### config.mk
export PLATFORM = sky130hd
export DESIGN_NAME = uart_rx_sampler
export DESIGN_NICKNAME = d
export VERILOG_FILES = /design/src/rtl/uart_rx_sampler.sv
export SDC_FILE = /design/constraint.sdc
export NUM_CORES = 1
export LEC_CHECK = 0
export BUFFER_PORTS_ARGS = -buffer_cell sky130_fd_sc_hd__buf_2
export CAP_MARGIN = 5
export CORE_MARGIN = 2
export CORE_UTILIZATION = 50
export CTS_BUF_LIST = sky130_fd_sc_hd__clkbuf_4 sky130_fd_sc_hd__clkbuf_8
export CTS_CLUSTER_SIZE = 28
export DETAILED_ROUTE_END_ITERATION = 8
export GPL_TIMING_DRIVEN = 0
export HOLD_SLACK_MARGIN = 0.1
export PLACE_DENSITY = 0.69
export SLEW_MARGIN = 40
export SYNTH_ARGS = -nofsm -noshare
export SYNTH_HDL_FRONTEND = slang
export SYNTH_SLANG_ARGS = --single-unit
### constraint.sdc
create_clock -name clk -period 2.1 [get_ports clk]
set_input_delay 0.105 -clock clk [delete_from_list [all_inputs] [get_ports clk]]
set_output_delay 0.105 -clock clk [all_outputs]
set_load 0.005 [all_outputs]
### src/rtl/uart_rx_sampler.sv
// uart_rx_sampler: 8N1 serial receiver with mid-bit sampling.
// Synchronises the raw rx pin, times each bit with a down-counting baud
// counter and presents received bytes as single-cycle strobes. Stop-bit
// failures are reported on a separate strobe and the receiver then waits
// for the line to return high before hunting for the next start bit.
//
// state     | meaning
// ----------+-------------------------------------------------------------
// IDLE      | line idle, waiting for a falling edge on rxs
// START     | counting half a bit to the middle of the start bit
// DATA      | sampling the eight data bits, LSB first, one per bit period
// STOP      | waiting for mid stop bit; decides byte vs framing error
// WAIT_IDLE | stop bit was low (break); wait for rxs to return high
module uart_rx_sampler #(
  parameter int CLOCKS_PER_BAUD = 33,
  parameter int SYNC_STAGES     = 2
) (
  input  logic       clk,
  input  logic       rst_n,
  input  logic       rx,
  output logic [7:0] data_o,
  output logic       valid_o,
  output logic       frame_err_o,
  output logic       busy_o
);

  localparam int CW = $clog2(CLOCKS_PER_BAUD);

  // A tick happens when the counter reaches zero, so loading N gives a
  // tick N+1 cycles later: a full period reloads C-1, the half-bit hunt
  // loads floor(C/2)-1.
  localparam logic [CW-1:0] BAUD_RELOAD = CW'(CLOCKS_PER_BAUD - 1);
  localparam logic [CW-1:0] HALF_LOAD   = CW'(CLOCKS_PER_BAUD / 2 - 1);

  localparam logic [2:0] ST_IDLE      = 3'd0;
  localparam logic [2:0] ST_START     = 3'd1;
  localparam logic [2:0] ST_DATA      = 3'd2;
  localparam logic [2:0] ST_STOP      = 3'd3;
  localparam logic [2:0] ST_WAIT_IDLE = 3'd4;

  logic [SYNC_STAGES-1:0] sync_q;
  logic                   rxs;

  logic [CW-1:0] cnt_q;
  logic          tick;
  logic          load_half;

  logic [2:0] state_q, state_d;
  logic [2:0] idx_q, idx_d;
  logic [7:0] shreg_q, shreg_d;
  logic [7:0] data_d;
  logic       valid_d;
  logic       ferr_d;

  // Input synchroniser; resets to the idle (high) line level so a reset
  // release never looks like a start bit.
  always_ff @(posedge clk or negedge rst_n) begin
    if (!rst_n) begin
      sync_q <= '1;
    end else begin
      sync_q <= {sync_q[SYNC_STAGES-2:0], rx};
    end
  end

  assign rxs = sync_q[SYNC_STAGES-1];

  assign tick = (cnt_q == '0);

  // Baud down-counter: FSM half-bit load wins over the periodic reload.
  always_ff @(posedge clk or negedge rst_n) begin
    if (!rst_n) begin
      cnt_q <= '0;
    end else if (load_half) begin
      cnt_q <= HALF_LOAD;
    end else if (tick) begin
      cnt_q <= BAUD_RELOAD;
    end else begin
      cnt_q <= cnt_q - 1'b1;
    end
  end

  // Next-state, shift register and output strobe decode.
  always_comb begin
    state_d   = state_q;
    idx_d     = idx_q;
    shreg_d   = shreg_q;
    data_d    = data_o;
    valid_d   = 1'b0;
    ferr_d    = 1'b0;
    load_half = 1'b0;
    case (state_q)
      ST_IDLE: begin
        if (!rxs) begin
          load_half = 1'b1;
          state_d   = ST_START;
        end
      end
      ST_START: begin
        if (tick) begin
          if (rxs) begin
            // Line went back high before mid start bit: treat as noise.
            state_d = ST_IDLE;
          end else begin
            idx_d   = 3'd0;
            state_d = ST_DATA;
          end
        end
      end
      ST_DATA: begin
        if (tick) begin
          shreg_d[idx_q] = rxs;
          idx_d          = idx_q + 3'd1;
          if (idx_q == 3'd7) begin
            state_d = ST_STOP;
          end
        end
      end
      ST_STOP: begin
        if (tick) begin
          if (rxs) begin
            data_d  = shreg_q;
            valid_d = 1'b1;
            // Returning at mid stop bit leaves half a bit of margin to
            // catch an immediately following start bit.
            state_d = ST_IDLE;
          end else begin
            ferr_d  = 1'b1;
            state_d = ST_WAIT_IDLE;
          end
        end
      end
      ST_WAIT_IDLE: begin
        if (rxs) begin
          state_d = ST_IDLE;
        end
      end
      default: begin
        state_d = ST_IDLE;
      end
    endcase
  end

  // State, bit index and shift register.
  always_ff @(posedge clk or negedge rst_n) begin
    if (!rst_n) begin
      state_q <= ST_IDLE;
      idx_q   <= 3'd0;
      shreg_q <= 8'h00;
    end else begin
      state_q <= state_d;
      idx_q   <= idx_d;
      shreg_q <= shreg_d;
    end
  end

  // Registered outputs; strobes default low so each lasts one cycle.
  always_ff @(posedge clk or negedge rst_n) begin
    if (!rst_n) begin
      data_o      <= 8'h00;
      valid_o     <= 1'b0;
      frame_err_o <= 1'b0;
    end else begin
      data_o      <= data_d;
      valid_o     <= valid_d;
      frame_err_o <= ferr_d;
    end
  end

  assign busy_o = (state_q != ST_IDLE);

endmodule

==> impl_metrics.yaml <==
outcome:
  status: "finished clean"
logic_synthesis:
  postSynth.asyncResetShare: 1.00
  ys_seq_area_frac: 0.523
  yosys.area.top_type: "dfrtp_1"
  syn_area_per_cell_um2: 12.6
  synthTopCellsByArea: "dfrtp_1 49%, mux2_2 12%, dfstp_2 3.4%, ha_1 3.3%, nand3_1 2.9%"
  synth_area_um2: 1540
  synth-edff-count: 0
  yosys_warnings: 0
  synth_flop_cell: "dfrtp_1"
  synth_fp_nets: 129
  synth-seq-cells: 32
  synth_cells: 122
  yosysUniqueCellTypes: 37
  synth_top_area_frac: 0.489
grt:
  grt_first_pass_wirelength_mm: 4.95
  grt_overflow_total: 0
  antenna_found_initial: 0
  grt_pass1_vias: 1076
  grt_max_degree: 33
  grt_usage: 0.194
timing:
  fin_worst_skew_ns: 0.0137
  rsz0062_at_grt: "false"
  setup_viol: 0
  fin_setup_tns_ns: 0
  fin_crit_sh: 0.852
  relSlewSlack: 0.534
  tightest_slew_ns: 0.700
  fmax_mhz: 559
  drv_slew: 0
  final_hold_viol_count: 0
  period_minus_slack_ns: 1.79
clocking:
  post_cts_buffers: 0
  cts_resized: 0
  clk_path_buf_depth: 2
  numCtsBuffers: 5
  clkLatencyLatePin_ns: 0.34
  cts-root-buf: "clkbuf_4"
  cts.sinks: 32
  cts.clk_slew.worst_paths_ns: 0.11
  cts_tree: "yes"
  postCtsHoldBufs: 2
  h-tree-depth: 2
worst_setup_path:
  cp.arrival_ns: 2.01
  reg2reg_depth: 5
  crit_fanout: 5
  cp-start-kind: "flop"
  timing.rr.end: "idx_q[1]"
  r2r_start: "cnt_q[0]"
  required_ns: 2.33
  cp-end-kind: "flop"
  path_class: "flop to flop"
  ff2ff_setup_slack_ns: 0.31
cells_and_area:
  insertedDiodeCount: 0
  stdcell_area_um2: 1720
  nets: 151
  area_growth_pct: 11.9
  final_cell_mix: "30 x dfrtp_1, 17 x mux2_2, 15 x buf_2"
  final_core_util: 0.577
  drive_above_1_share: 0.345
  layout_commonest_cell: "dfrtp_1"
pwr:
  p_seq_frac: 0.488
  internal_power_mw: 1.07
  p_sw_frac: 0.367
  p_clk_frac: 0.205
  p_per_area_nw_per_um2: 988
  vdd_drop_max_mv: 0.548
  p_leak_nw: 0.818
  finalPower_mw: 1.70
  p_switching_mw: 0.624
  power_frac_comb: 0.307
die:
  initial_utilization: 0.516
  ioPinCount: 14
  die_y_um: 59.4
  die_w_um: 59.4
  dieArea_um2: 3530
  core_um2: 2980
  fp-row-count: 20
routing:
  drcViolationCount: 0
  wl_mm: 2.79
  drtPass1Iterations: 4
  drt_iter0_drc: 35
  routed_via_density: 5.76
  dr_total_vias: 1025
  wl_per_cell_um: 15.7
  ant_nets: 0
placement:
  place_congestion: 0.789
  io_buffers: 13
  place_hpwl_mm: 1.98
  place_area_um2: 1640
flow_run:
  cap_violations: 0
hold_path:
  hold_class: "primary input to asynchronous set/reset pin"
[per-layer routing]
metal	vias to the layer above	global-route usage	routed length (um)
met5	-	0	0
met4	0	0.0877	54
met3	6	0.0742	119
met2	14	0.290	1340
met1	505	0.248	1280
li1	500	-	-
[synthesized netlist by cell type (2+ instances only)]
| cell type | count |
|---|---|
| a21oi_1 | 3 |
| a221o_1 | 3 |
| and2_1 | 2 |
| and4bb_2 | 2 |
| buf_2 | 2 |
| buf_6 | 2 |
| dfrtp_1 | 30 |
| dfstp_2 | 2 |
| ha_1 | 4 |
| inv_1 | 4 |
| mux2_2 | 17 |
| nand3_1 | 9 |
| nor2_1 | 6 |
| nor2b_1 | 3 |
| nor3_1 | 2 |
| nor3b_1 | 4 |
| nor4bb_1 | 2 |
| o21ai_0 | 4 |
| o21bai_1 | 2 |
| xnor2_1 | 2 |
[power groups by stage]
| stage | clock network, mW | logic [mW] | registers, mW |
|---|---|---|---|
| floorplan | 0 | 0.407 | 0.810 |
| global placement | 0 | 0.494 | 0.834 |
| detailed placement | 0 | 0.519 | 0.840 |
| CTS | 0.356 | 0.526 | 0.827 |
| global route | 0.385 | 0.590 | 0.841 |
| finish | 0.347 | 0.522 | 0.828 |
[per-stage QoR]
step                worst slack [ns]  hold WS, ns  instances
floorplan                      0.589       -0.191        122
global placement               0.370        0.178        168
detailed placement             0.315        0.192        168
CTS                            0.293        0.353        178
global route                   0.173        0.376        178
finish                         0.311        0.347        178
[worst max-delay path by stage]
stage	cells after the start	start	slack [ns]	to
2_1_floorplan	5	cnt_q[0]	0.59	data_o[0]
3_3_place_gp	5	cnt_q[0]	0.37	idx_q[1]
3_5_place_dp	5	cnt_q[0]	0.32	idx_q[0]
4_1_cts	5	cnt_q[0]	0.29	idx_q[0]
5_1_grt	5	cnt_q[0]	0.17	idx_q[0]
6_report	5	cnt_q[0]	0.31	idx_q[1]
[flip-flops by register name, summed over array words and instances, names as in the netlist]
name and cells:
shreg_q 8, frame_err_o 1, cnt_q 6, valid_o 1, state_q 3, data_o 8, idx_q 3, sync_q 2
[cell families (layout without fill, tap and decap cells)]
kind of cell / count (synthesis) / in the layout / share of synthesized area
muxes: 17 / 17 / 0.125
and+or+nand+nor: 41 / 41 / 0.195
AOI/OAI and AO/OA: 17 / 17 / 0.0799
buffers and inverters: 9 / 32 / 0.0334
DFF: 32 / 32 / 0.523
adders and majority gates: 4 / 4 / 0.0326
xor gates and xnor gates: 2 / 2 / 0.0114
[area by class of cell]
class	count	area [um^2]
Tap cell	33	41.3
Clock buffer	5	37.5
Inverter	4	15.0
Clock inverter	3	18.8
Sequential cell	32	803
Timing Repair Buffer	15	85.1
Multi-Input combinational cell	81	681
Fill cell	262	1260
Buffer	5	36.3
[worst max-delay path: stages (launching register included)]
cell      delay [ns]
dfrtp_1         0.44
inv_1           0.10
ha_1            0.21
nor2b_1         0.33
o211ai_1        0.21
a221o_1         0.39
Note: power is estimated with default switching activity, not from simulation.
